$ cat src/rtl/lotr_pkg.sv
// lotr_pkg: shared ring types for the tile ring controller.
//   t_opcode   - ring request opcode
//   t_ring_req - one ring request slot {valid, requestor, opcode, address, data}
//   RC_REQ_FIFO_DEPTH - default depth of the local request FIFO
package lotr_pkg;

   typedef enum logic [3:0] {
      OP_NOP    = 4'h0,
      OP_LOAD   = 4'h1,
      OP_STORE  = 4'h2,
      OP_ATOMIC = 4'h3,
      OP_FLUSH  = 4'h4
   } t_opcode;

   typedef struct packed {
      logic        valid;
      logic [9:0]  requestor;
      t_opcode     opcode;
      logic [31:0] address;
      logic [31:0] data;
   } t_ring_req;

   localparam int RC_REQ_FIFO_DEPTH = 4;

endpackage

$ cat src/rtl/rc_req_fifo.sv
// rc_req_fifo: synchronous FIFO of t_ring_req, pointer + count based.
//   clk, rst   - clock, asynchronous active-high reset
//   push       - write push_data at the next edge (ignored when full)
//   pop        - drop the head at the next edge (ignored when empty)
//   head       - current head entry (valid only when !empty)
//   full/empty - occupancy flags from the count register
//   count      - number of stored entries, 0..DEPTH
module rc_req_fifo
   import lotr_pkg::*;
#(
   parameter int DEPTH = RC_REQ_FIFO_DEPTH,
   localparam int PW = $clog2(DEPTH),
   localparam int CW = PW + 1
) (
   input  logic          clk,
   input  logic          rst,
   input  logic          push,
   input  t_ring_req     push_data,
   input  logic          pop,
   output t_ring_req     head,
   output logic          full,
   output logic          empty,
   output logic [CW-1:0] count
);

   localparam logic [CW-1:0] DEPTH_C = CW'(DEPTH);

   t_ring_req     mem [DEPTH];
   logic [PW-1:0] wr_ptr, rd_ptr;
   logic          do_push, do_pop;

   assign full    = (count == DEPTH_C);
   assign empty   = (count == '0);
   assign do_push = push && !full;
   assign do_pop  = pop && !empty;
   assign head    = mem[rd_ptr];

   // Storage carries no reset; only the pointers and count define contents.
   always_ff @(posedge clk) begin
      if (do_push) mem[wr_ptr] <= push_data;
   end

   // DEPTH is a power of two, so pointer wrap is plain overflow.
   always_ff @(posedge clk or posedge rst) begin
      if (rst) begin
         wr_ptr <= '0;
         rd_ptr <= '0;
         count  <= '0;
      end else begin
         if (do_push) wr_ptr <= wr_ptr + PW'(1);
         if (do_pop)  rd_ptr <= rd_ptr + PW'(1);
         count <= count + CW'(do_push) - CW'(do_pop);
      end
   end

endmodule

$ cat src/rtl/rc_req_out_arb.sv
// rc_req_out_arb: owns the ring request-out slot of one tile.
// Pass-through requests are registered at Q501 and always win the slot at
// Q502; local core requests are queued in rc_req_fifo and fill idle slots.
//   QClk, RstQnnnH        - clock, asynchronous active-high reset
//   CoreID                - tile ID, upper bits of the local requestor
//   Pass*Q500H            - pass-through request in
//   C2F_Req*Q500H         - local core request in
//   C2F_ReqStall          - FIFO full, core holds its request
//   RingReqOut*Q502H      - registered ring slot out
//   StarveAlert           - local queue blocked for >= STARVE_TH cycles
//   OverflowErr           - sticky, push attempted while full
module rc_req_out_arb
   import lotr_pkg::*;
#(
   parameter int FIFO_DEPTH = RC_REQ_FIFO_DEPTH,
   parameter int STARVE_TH  = 16,
   parameter int STARVE_W   = 8
) (
   input  logic        QClk,
   input  logic        RstQnnnH,
   input  logic [7:0]  CoreID,
   input  logic        PassValidQ500H,
   input  logic [9:0]  PassRequestorQ500H,
   input  t_opcode     PassOpcodeQ500H,
   input  logic [31:0] PassAddressQ500H,
   input  logic [31:0] PassDataQ500H,
   input  logic        C2F_ReqValidQ500H,
   input  logic [1:0]  C2F_ReqThreadIDQ500H,
   input  t_opcode     C2F_ReqOpcodeQ500H,
   input  logic [31:0] C2F_ReqAddressQ500H,
   input  logic [31:0] C2F_ReqDataQ500H,
   output logic        C2F_ReqStall,
   output logic        RingReqOutValidQ502H,
   output logic [9:0]  RingReqOutRequestorQ502H,
   output t_opcode     RingReqOutOpcodeQ502H,
   output logic [31:0] RingReqOutAddressQ502H,
   output logic [31:0] RingReqOutDataQ502H,
   output logic        StarveAlert,
   output logic        OverflowErr
);

   localparam int CW = $clog2(FIFO_DEPTH) + 1;
   localparam logic [CW-1:0]       DEPTH_C   = CW'(FIFO_DEPTH);
   localparam logic [STARVE_W-1:0] STARVE_TC = STARVE_W'(STARVE_TH);
   localparam logic [STARVE_W-1:0] CNT_MAX   = '1;

   t_ring_req           pass_req, local_req, q501, out_q, fifo_head;
   logic                push, pop, fifo_full, fifo_empty;
   logic [CW-1:0]       fifo_cnt;
   logic [STARVE_W-1:0] starve_cnt, starve_nxt;

   always_comb begin
      pass_req = '{valid: PassValidQ500H, requestor: PassRequestorQ500H,
                   opcode: PassOpcodeQ500H, address: PassAddressQ500H,
                   data: PassDataQ500H};
      local_req = '{valid: 1'b1, requestor: {CoreID, C2F_ReqThreadIDQ500H},
                    opcode: C2F_ReqOpcodeQ500H, address: C2F_ReqAddressQ500H,
                    data: C2F_ReqDataQ500H};
   end

   // Push eligibility uses the pre-pop count: a full FIFO rejects even when
   // the same cycle pops, keeping stall free of any input-to-output path.
   assign push = C2F_ReqValidQ500H && (fifo_cnt < DEPTH_C);
   assign pop  = !q501.valid && !fifo_empty;

   rc_req_fifo #(.DEPTH(FIFO_DEPTH)) u_fifo (
      .clk       (QClk),
      .rst       (RstQnnnH),
      .push      (push),
      .push_data (local_req),
      .pop       (pop),
      .head      (fifo_head),
      .full      (fifo_full),
      .empty     (fifo_empty),
      .count     (fifo_cnt)
   );

   always_comb begin
      starve_nxt = starve_cnt;
      if (fifo_empty || pop)        starve_nxt = '0;
      else if (starve_cnt != CNT_MAX) starve_nxt = starve_cnt + STARVE_W'(1);
   end

   always_ff @(posedge QClk or posedge RstQnnnH) begin
      if (RstQnnnH) begin
         q501        <= '0;
         out_q       <= '0;
         starve_cnt  <= '0;
         StarveAlert <= 1'b0;
         OverflowErr <= 1'b0;
      end else begin
         q501 <= pass_req;
         // Ring has no backpressure: pass-through always takes the slot.
         if (q501.valid)      out_q <= q501;
         else if (!fifo_empty) out_q <= fifo_head;
         else                 out_q.valid <= 1'b0;
         starve_cnt  <= starve_nxt;
         StarveAlert <= (starve_nxt >= STARVE_TC);
         if (C2F_ReqValidQ500H && fifo_full) OverflowErr <= 1'b1;
      end
   end

   assign C2F_ReqStall             = fifo_full;
   assign RingReqOutValidQ502H     = out_q.valid;
   assign RingReqOutRequestorQ502H = out_q.requestor;
   assign RingReqOutOpcodeQ502H    = out_q.opcode;
   assign RingReqOutAddressQ502H   = out_q.address;
   assign RingReqOutDataQ502H      = out_q.data;

endmodule
$ cat config.mk
export PLATFORM = sky130hd
export DESIGN_NAME = rc_req_out_arb
export DESIGN_NICKNAME = d
export VERILOG_FILES = /design/src/rtl/lotr_pkg.sv /design/src/rtl/rc_req_fifo.sv /design/src/rtl/rc_req_out_arb.sv
export SDC_FILE = /design/constraint.sdc
export NUM_CORES = 1
export LEC_CHECK = 0
export ABC_AREA = 0
export BUFFER_PORTS_ARGS = -buffer_cell sky130_fd_sc_hd__buf_2
export CAP_MARGIN = 15
export CORE_MARGIN = 4
export CORE_UTILIZATION = 61
export CTS_CLUSTER_DIAMETER = 100
export DETAILED_ROUTE_END_ITERATION = 12
export PLACE_DENSITY = 0.81
export SETUP_SLACK_MARGIN = 0.5
export SYNTH_ARGS = -nofsm -noshare
export SYNTH_HDL_FRONTEND = slang
export SYNTH_SLANG_ARGS = --single-unit
$ cat constraint.sdc
create_clock -name QClk -period 13.3 [get_ports QClk]
set_clock_uncertainty 0.15 [all_clocks]
set_input_delay 0 -clock QClk [delete_from_list [all_inputs] [get_ports QClk]]
set_output_delay 0 -clock QClk [all_outputs]
set_load 0.02 [all_outputs]
==> results of run 1 <==
==> through the flow <==
step	hold slack (ns)	util (%)	area (µm²)	setup WS [ns]
2_1_floorplan	-0.119	-	17800	8.40
3_3_place_gp	-0.0427	67.1	19300	10.28
3_5_place_dp	-0.0407	67.1	19300	10.20
4_1_cts	0.00172	80.9	23200	10.18
5_1_grt	0.0363	81.0	23200	9.94
6_report	0.0162	81.0	23200	10.23
==> cells in the mapped netlist, drive strengths merged (3+ instances only) <==
| cell type | count | share of area (%) |
|---|---|---|
| buf | 37 | 1.5 |
| and3 | 4 | 0.16 |
| nand2 | 81 | 1.7 |
| dfrtp | 175 | 25 |
| o21ai | 81 | 2.3 |
| clkbuf | 8 | 0.17 |
| edfxtp | 312 | 53 |
| nor3 | 3 | 0.11 |
| nor2 | 5 | 0.11 |
| ha | 7 | 0.49 |
| and2 | 5 | 0.18 |
| mux2i | 78 | 4.4 |
| inv | 9 | 0.19 |
| a31oi | 3 | 0.11 |
| xnor2 | 5 | 0.25 |
| mux4 | 78 | 9.9 |
==> area by class of cell <==
| cell class | instances | area share (%) |
|---|---|---|
| Timing Repair Buffer | 489 | 15.8 |
| Clock inverter | 23 | 0.910 |
| Antenna cell | 3 | 0.0323 |
| Sequential cell | 487 | 59.2 |
| Tap cell | 384 | 2.07 |
| Clock buffer | 67 | 5.96 |
| Inverter | 9 | 0.178 |
| Multi-Input combinational cell | 369 | 15.9 |
==> placed cells by master (no fill, tap or decap), drive strengths merged, types with 2 or more instances in the layout <==
cell / synthesis / final
edfxtp: 312 / 312
buf: 37 / 251
dlygate4sd3: 0 / 238
dfrtp: 175 / 175
nand2: 81 / 81
o21ai: 81 / 81
mux4: 78 / 78
mux2i: 78 / 78
clkbuf: 8 / 67
clkinv: 0 / 13
inv: 9 / 12
ha: 7 / 7
xnor2: 5 / 5
nor2: 5 / 5
and2: 5 / 5
clkinvlp: 0 / 4
and3: 4 / 4
diode: 0 / 3
a31oi: 3 / 3
bufinv: 0 / 3
nor3: 3 / 3
nor2b: 2 / 2
xor2: 2 / 2
a21o: 2 / 2
nand4: 2 / 2
==> flip-flops by register name, indices dropped and copies added (netlist names), 2 cells and up <==
name	count
RingReqOutDataQ502H	32
starve_cnt	8
RingReqOutRequestorQ502H	10
RingReqOutAddressQ502H	32
q501	79
u_fifo.count	3
u_fifo.rd_ptr	2
u_fifo.mem	312
u_fifo.wr_ptr	2
RingReqOutOpcodeQ502H	4
==> worst max-delay path: stages (launching register included) <==
cell,delay (ns)
dfrtp_4,0.94
buf_4,0.84
mux4_2,0.62
mux2i_1,0.14
o21ai_0,0.15
==> worst paths after layout <==
path | startpoint | endpoint | slack (ns)
max | u_fifo.rd_ptr[0] | RingReqOutDataQ502H[3] | 10.23
min | RstQnnnH | q501[59] | 0.02
max reg2reg | u_fifo.rd_ptr[0] | RingReqOutDataQ502H[3] | 10.23
min reg2reg | RingReqOutAddressQ502H[6] | RingReqOutAddressQ502H[6] | 0.33
max in group asynchronous | RstQnnnH | q501[36] | 11.61
min in group QClk | C2F_ReqAddressQ500H[12] | u_fifo.mem[0][44] | 0.05
==> power breakdown <==
group	leakage (nW)	internal (W)	switching [W]	total, W
sequential	4.89	0.00191	0.000189	0.00210
clock	0.779	0.000790	0.000564	0.00135
combinational	3.34	0.000476	0.000601	0.00108
total	9.01	0.00317	0.00135	0.00453
==> metal layers <==
layer	vias up	GRT usage (%)	wire, µm
met2	393	48.5	22700
met3	94	4.81	2400
met5	-	0	13
met4	2	10.1	1340
li1	4486	-	-
met1	5245	31.9	15400
==> logic make-up (layout without fill, tap and decap cells) <==
| kind of cell | Yosys count | count (layout) | share of synthesized area, % |
|---|---|---|---|
| fa+ha+maj | 8 | 8 | 0.606 |
| compound gates | 90 | 90 | 2.68 |
| buf+inv | 54 | 588 | 1.83 |
| simple gates | 108 | 108 | 2.80 |
| xor+xnor | 7 | 7 | 0.345 |
| mux | 156 | 156 | 14.3 |
| other cells | 0 | 3 | 0 |
| flops | 487 | 487 | 77.4 |
==> impl_results.md, run 1 <==
* Final hold violations at 0
* DIE AREA at 31900 µm²
* R2R depth at 4
* Max Cap Viol at 0
* First-pass GRT wire length at 63400 µm
* Synth Instances at 910
* Antenna viol nets, final at 0
* Worst setup SP type: flop
* EDFF count, synth at 312
* Post-CTS setup buffer count at 0
* Dominant synthesized flop cell: edfxtp_1
* Fillers at 1406
* Antenna violations before repair at 4
* YS warnings at 0
* Fmax at 0.326 GHz
* Final setup violation count at 0
* RSZ-0062 raised after global routing: no
* Area delta synth->final at 30.9%
* Leakage at 9.01 nW
* CTS tree: yes
* Final period util at 23.1%
* Pwr Density at 195 nW/µm²
* Clk_lat worst skew at 0.55 ns
* Syn Nets at 1078
* Overall Global Routing Usage at 26.7%
* CTS max path bufs at 3
* Synth cell types at 38
* Post-DP HPWL at 20100 µm
* Worst min-delay path class: primary input to async pin
* Inst Count DP at 1500
* Top-level I/O count at 242
* Seq/Total Area, Yosys at 77.4%
* CTS Buf Count at 48
* DRT Pass-1 Iters at 5
* Relative slew margins at 34.9%
* Post-CTS Resized at 0
* Setup tns final at 0 ns
* Largest net degree at the start of global routing at 119
* CTS sink cnt at 487
* Remaining global-route overflow at 0
* Status: complete, no violations
* Final std cells w/o fill at 1831
* Avg Synthesized Cell Area at 19.5 µm²
* CP Class: flop to flop
* DRT Wirelength at 41800 µm
* Reg area at 13800 µm²
* Multi-input gate area at 3690 µm²
* Number of core rows at 62
* Post-Synthesis Cell Area at 17800 µm²
* CP Max Fanout at 45
* VDD IR max at 0.000147 V
* Initial Util at 61.8%
* Crit path time final at 3.07 ns
* Vias/cell at 5.58
* Share of layout cells above drive strength 1 at 29.2%
* Worst Setup End Kind: flop
* Final Max Tran Viols at 0
* Routed len/inst at 22.9 µm
* Routability-driven placement congestion ratio at 0.747
* DRT iter0 DRCs at 713
* Vias in the first global route at 11.3k
* Worst-margin pin slew at 0.977 ns
* Die width at 179 µm
* Pwr Total at 0.00453 W
* Async set or reset register ratio after synthesis at 35.9%
* PortBufs at 241
* Post-CTS Hold Buffers at 237
* Routed vias at 10.2k
* Core area at 28700 µm²
* CTS clk-pin slew, worst paths at 0.07 ns
* Residual DRC at 0
* Arrival @ worst endpoint at 3.28 ns
* Flops & latches, synth at 487
* Worst path required time at 13.51 ns
* Die H at 179 µm
* H-tree depth at 2
* Root Buffer: clkbuf_16
* Number of nets in the layout at 1572
(Power assumes the default switching activity.)
==> run 2: changes to the inputs <==
--- a/config.mk
+++ b/config.mk
@@ -9,10 +9,10 @@
 export BUFFER_PORTS_ARGS = -buffer_cell sky130_fd_sc_hd__buf_2
 export CAP_MARGIN = 15
 export CORE_MARGIN = 4
-export CORE_UTILIZATION = 61
+export CORE_UTILIZATION = 51
 export CTS_CLUSTER_DIAMETER = 100
 export DETAILED_ROUTE_END_ITERATION = 12
-export PLACE_DENSITY = 0.81
+export PLACE_DENSITY = 0.72
 export SETUP_SLACK_MARGIN = 0.5
 export SYNTH_ARGS = -nofsm -noshare
 export SYNTH_HDL_FRONTEND = slang
==> constraint.sdc (replaced) <==
create_clock -name QClk -period 2.7 [get_ports QClk]
set_clock_uncertainty 0.15 [all_clocks]
set_input_delay 0 -clock QClk [delete_from_list [all_inputs] [get_ports QClk]]
set_output_delay 0 -clock QClk [all_outputs]
set_load 0.02 [all_outputs]
==> run 2 against run 1 <==
Via count decreased by 2.1%. Largest power group unchanged. Flip-flop and latch count is the same. Sequential share of layout area shrank 1.1 points. Routed wire length fell by 7.8%. Core utilization shrank 12 points.
==> impl_results.md, run 2 (same netlist as run 1, synthesis figures left out) <==
* Status: complete, no violations
* Vias in the first global route at 11.1k
* DRT iter0 DRCs at 575
* CTS max path bufs at 3
* Fillers at 2220
* Internal power at 0.0161 W
* CP max stage cell: dfrtp_2
* H-tree depth at 2
* Fmax at 0.466 GHz
* CP max stage delay at 0.42 ns
* Largest regs: u_fifo.mem: 312 flops, q501: 79 flops
* Max Cap Viol at 0
* Top-level I/O count at 242
* Max reg flops at 312
* Residual DRC at 0
* Relative slew margins at 22.6%
* PortBufs at 241
* HP Start: PassValidQ500H
* CTS sink cnt at 487
* Routability-driven placement congestion ratio at 0.719
* Share of layout cells above drive strength 1 at 30.5%
* Core area at 34500 µm²
* Antenna viol nets, final at 0
* Worst setup SP type: flop
* Final Max Tran Viols at 0
* Most used cell, CP: inv_2
* Setup tns final at 0 ns
* R2R depth at 9
* RSZ-0062 raised after global routing: yes
* Root Buffer: clkbuf_16
* Sw Ratio at 28.9%
* Largest net degree at the start of global routing at 119
* DRT Wirelength at 38600 µm
* CP Max Fanout at 3
* Initial Util at 51.5%
* Die width at 195 µm
* CTS clk-pin slew, worst paths at 0.06 ns
* Arrival @ worst endpoint at 2.45 ns
* Net Sw Power at 0.00653 W
* CTS Buf Count at 48
* RR Endpoint: u_fifo.count[2]
* Overall Global Routing Usage at 20.7%
* Worst Setup End Kind: flop
* DRT Pass-1 Iters at 5
* Worst hold stages at 2
* Critical path cell sequence: nor3_4, nor2_4, ha_4, inv_2, ha_2, inv_2, fa_2, xnor2_2, xnor2_1
* Flop pwr share at 44.6%
* Leakage at 9.18 nW
* Worst path required time at 3.01 ns
* Worst min-delay path class: primary input to flop
* Routed len/inst at 20.1 µm
* Clk_lat worst skew at 0.54 ns
* Remaining global-route overflow at 0
* Final setup violation count at 0
* First-pass GRT wire length at 62500 µm
* Pwr Density at 954 nW/µm²
* Worst-margin pin slew at 1.16 ns
* Pwr Total at 0.0226 W
* Post-DP HPWL at 21600 µm
* Crit path time final at 2.15 ns
* Die H at 195 µm
* DIE AREA at 37900 µm²
* CP Class: flop to flop
* RR Startpoint: u_fifo.count[1]
* Area delta synth->final at 33.5%
* VDD IR max at 0.000696 V
* WHS Endpoint: q501[78]
* CTS tree: yes
* Final hold violations at 0
* Most frequent cells in the layout: edfxtp_1, buf_2, dlygate4sd3_1, dfrtp_1, nand2_1
* Largest reg by FF count: u_fifo.mem
* Vias/cell at 5.21
* Most common cell after layout, fill and taps aside: edfxtp_1
* Clock power share at 29.8%
* Number of core rows at 68
* Final period util at 79.5%
* Combinational share of power at 25.6%
* Number of nets in the layout at 1594
* Flop2flop setup slack at 0.55 ns
* Routed vias at 10.0k
* Antenna violations before repair at 2
-- run 2: cell count changes in the layout (fill, tap and decap cells not counted), sizes merged --
cell	before	now
diode	3	2
clkbuf	67	66
clkinv	13	15
buf	251	273
inv	12	8
bufinv	3	6
clkinvlp	4	2
-- run 2: per-stage QoR --
stage                     instance area, µm²  hold WS [ns]  instances  utilization (%)  setup WS [ns]
after global placement                 19600       -0.0427       1588             57.0          0.461
after CTS                              23700        0.0133       1918             68.6          0.503
after floorplan                        17800        -0.119        910                -          0.311
after detailed placement               19600       -0.0407       1588             57.0          0.376
final                                  23700        0.0205       1921             68.8          0.553
after global routing                   23700        0.0273       1921             68.8          0.490
-- run 2: power groups by stage --
stage	Sequential [W]	Combinational, W	Clock (W)
floorplan	0.0107	0.00305	0
global placement	0.0102	0.00532	0
detailed placement	0.0102	0.00540	0
CTS	0.0101	0.00579	0.00683
global route	0.0102	0.00626	0.00720
finish	0.0101	0.00579	0.00673
-- run 2: timing repair --
action                     CTS  global route
hold buffers               238             0
gates cloned                 0             0
hold endpoints to repair   570             0
setup endpoints to repair    1             3
buffers inserted             4             1
pin swaps                    0             5
gates resized for setup      6             8
-- run 2: worst max-delay path by stage --
stage	startpoint	end	slack, ns	cells after the start
CTS	u_fifo.count[1]	u_fifo.count[2]	0.50	9
detailed placement	u_fifo.count[1]	u_fifo.count[2]	0.38	9
floorplan	RstQnnnH	OverflowErr	0.31	1
finish	u_fifo.count[1]	u_fifo.count[2]	0.55	9
global placement	u_fifo.count[1]	u_fifo.count[2]	0.46	9
global route	u_fifo.count[1]	u_fifo.count[2]	0.49	9
-- run 2: layout make-up --
cell class	count	area [µm²]	area share [%]
clock inverters	22	254	1.07
clock buffers	66	1340	5.65
diodes	2	5.00	0.0211
flip-flops and latches	487	13800	58.1
repair buffers	511	4000	16.9
inverters	9	37.5	0.158
multi-input cells	369	3730	15.7
well taps	455	569	2.40
-- run 2: metal layers --
layer	global-route usage (%)	part of all wire, %
met1	28.1	42
met2	35.4	51
met3	3.99	5.2
met4	4.97	2.0
met5	0	0
-- run 2: worst max-delay path: cells and delay by family, from the launching register on --
kind                       cells  cell delay [ns]
xor gates and xnor gates       2             0.31
buffers and inverters          2             0.08
and+or+nand+nor                2             0.34
DFF                            1             0.42
adders and majority gates      3             0.76
==> run 3: changes to the inputs <==
==> constraint.sdc (replaced) <==
create_clock -name QClk -period 1.9 [get_ports QClk]
set_clock_uncertainty 0.15 [all_clocks]
set_input_delay 0 -clock QClk [delete_from_list [all_inputs] [get_ports QClk]]
set_output_delay 0 -clock QClk [all_outputs]
set_load 0.02 [all_outputs]
==> run 3 against run 2 <==
Non-clock buffer count increased by 186. Total power increased by 75%. Highest routed layer is now met5. Design area increased by 19%. The flow now finishes with violations (negative setup slack). Hold slack improved by 0.012 ns. Largest cell class unchanged. Flip-flop and latch count unchanged. First-iteration DRC count increased by 65%. Count of clock-buffer cells in the layout increased by 5. Register-to-register slack got worse by 0.77 ns. Cell count increased by 10%.
==> impl_results.md, run 3 (same netlist as run 1, synthesis figures left out) <==
* Clk_lat worst skew at 0.59 ns
* Worst path required time at 2.19 ns
* Worst min-delay path class: primary input to flop
* Final period util at 112%
* DP Area at 19900 µm²
* CTS Buf Count at 49
* Top-level I/O count at 242
* Arrival @ worst endpoint at 2.41 ns
* Net Sw Power at 0.0127 W
* Worst Setup End Kind: flop
* Largest reg by FF count: u_fifo.mem
* Sw Ratio at 32.2%
* Remaining global-route overflow at 0
* DRT Pass-1 Iters at 5
* Leakage at 11.2 nW
* Worst-margin pin slew at 0.709 ns
* First-pass GRT wire length at 82900 µm
* CTS clk-pin slew, worst paths at 0.07 ns
* PortBufs at 241
* Flop2flop setup slack at -0.22 ns
* Overall Global Routing Usage at 29.8%
* Clock power share at 24.8%
* Share of layout cells above drive strength 1 at 46.0%
* DRT Wirelength at 63200 µm
* Fmax at 0.471 GHz
* Most common cell after layout, fill and taps aside: edfxtp_1
* Final std cells w/o fill at 2116
* Routability-driven placement congestion ratio at 0.747
* Vias/cell at 5.74
* Antenna violations before repair at 6
* RSZ-0062 raised after global routing: yes
* CTS tree: yes
* CP Max Fanout at 6
* Crit path time final at 2.12 ns
* Initial Util at 51.5%
* Root Buffer: clkbuf_16
* VDD IR max at 0.00117 V
* Flop pwr share at 36.9%
* Relative slew margins at 52.7%
* Area delta synth->final at 59.1%
* Residual DRC at 0
* Violated checks: negative setup slack
* Most frequent cells in the layout: edfxtp_1, dlygate4sd3_1, buf_2, dfrtp_1, mux4_2
* Number of core rows at 68
* Final setup violation count at 208
* Core area at 34500 µm²
* Final hold violations at 0
* Die width at 195 µm
* Largest regs: u_fifo.mem: 312 flops, q501: 79 flops
* Hold WS at 0.0326 ns
* Inst Count DP at 1603
* Pwr Density at 1400 nW/µm²
* CTS max path bufs at 3
* CTS sink cnt at 487
* CP Class: flop to flop
* Final Max Tran Viols at 0
* Final Cell Area at 28200 µm²
* DRT iter0 DRCs at 947
* Max reg flops at 312
* Vias in the first global route at 12.8k
* DIE AREA at 37900 µm²
* Routed len/inst at 29.9 µm
* H-tree depth at 2
* Largest net degree at the start of global routing at 69
* Setup tns final at -9.30 ns
* Routed vias at 12.1k
* Die H at 195 µm
* Number of nets in the layout at 1783
* Max Cap Viol at 0
* Final WS setup at -0.221 ns
* Worst setup SP type: flop
* Post-DP HPWL at 22500 µm
* Antenna viol nets, final at 0
* Internal power at 0.0268 W
* Status: finished, violations left
* Combinational share of power at 38.3%
[run 3: cell count changes in the layout (fill, tap and decap cells not counted), moves of 16 or more]
cell and change:
buf_12 +54, buf_16 +61, buf_6 +41, clkbuf_16 +16, mux2i_1 -22, nand2_1 -37, nand2_4 +22, o21ai_0 -76
o21ai_1 +26, o21ai_2 +44
[run 3: power groups by stage]
stage | Combinational, W | Sequential (W) | Clock [W]
2_1_floorplan | 0.00464 | 0.0152 | 0
3_3_place_gp | 0.00815 | 0.0142 | 0
3_5_place_dp | 0.00831 | 0.0143 | 0
4_1_cts | 0.0128 | 0.0141 | 0.00968
5_1_grt | 0.0157 | 0.0147 | 0.0104
6_report | 0.0151 | 0.0146 | 0.00981
[run 3: path summary, 6_finish.rpt]
kind | startpoint | endpoint | depth (start not counted)
min in group asynchronous | RstQnnnH | RingReqOutAddressQ502H[26] | 4
worst max register to register | u_fifo.rd_ptr[0] | RingReqOutDataQ502H[2] | 6
max in group asynchronous | RstQnnnH | q501[76] | 6
worst min register to register | RingReqOutDataQ502H[11] | RingReqOutDataQ502H[11] | 2
worst min-delay path | C2F_ReqAddressQ500H[15] | u_fifo.mem[1][47] | 2
worst max-delay path | u_fifo.rd_ptr[0] | RingReqOutDataQ502H[2] | 6
[run 3: what timing repair did]
action	4_1_cts	5_1_grt
resized for setup	176	180
hold endpoints to repair	570	0
buffers inserted	67	32
cloned	61	15
pin swaps	31	41
endpoints found under the setup margin	404	408
hold buffers	241	0
[run 3: critical path, stage by stage, from the launching register on]
cell     delay, ns
dfrtp_4       0.53
buf_6         0.15
buf_8         0.13
buf_16        0.14
mux4_2        0.45
mux2i_1       0.27
o21ai_1       0.14
[run 3: area by class of cell]
| class | instances | area, µm² |
|---|---|---|
| antenna | 6 | 15.0 |
| clock buffer | 71 | 1450 |
| clock inverter | 20 | 161 |
| fill | 1517 | 6220 |
| inverter | 9 | 37.5 |
| multi-input combinational | 371 | 4500 |
| sequential | 487 | 13800 |
| tap | 455 | 569 |
| timing repair buffer | 697 | 7750 |
[run 3: per-stage QoR]
stage | setup slack (ns) | total power [W] | util, %
after floorplan | -0.489 | 0.0199 | -
after global placement | -0.165 | 0.0224 | 57.8
after detailed placement | -0.190 | 0.0226 | 57.8
after CTS | -0.146 | 0.0366 | 77.7
after global routing | -0.235 | 0.0407 | 81.9
final | -0.221 | 0.0395 | 82.0
[run 3: metal layers]
metal,track usage (%),share of wire (%)
met1,35.9,35
met2,51.8,53
met3,7.05,7.2
met4,12.7,4.9
met5,0,0.011
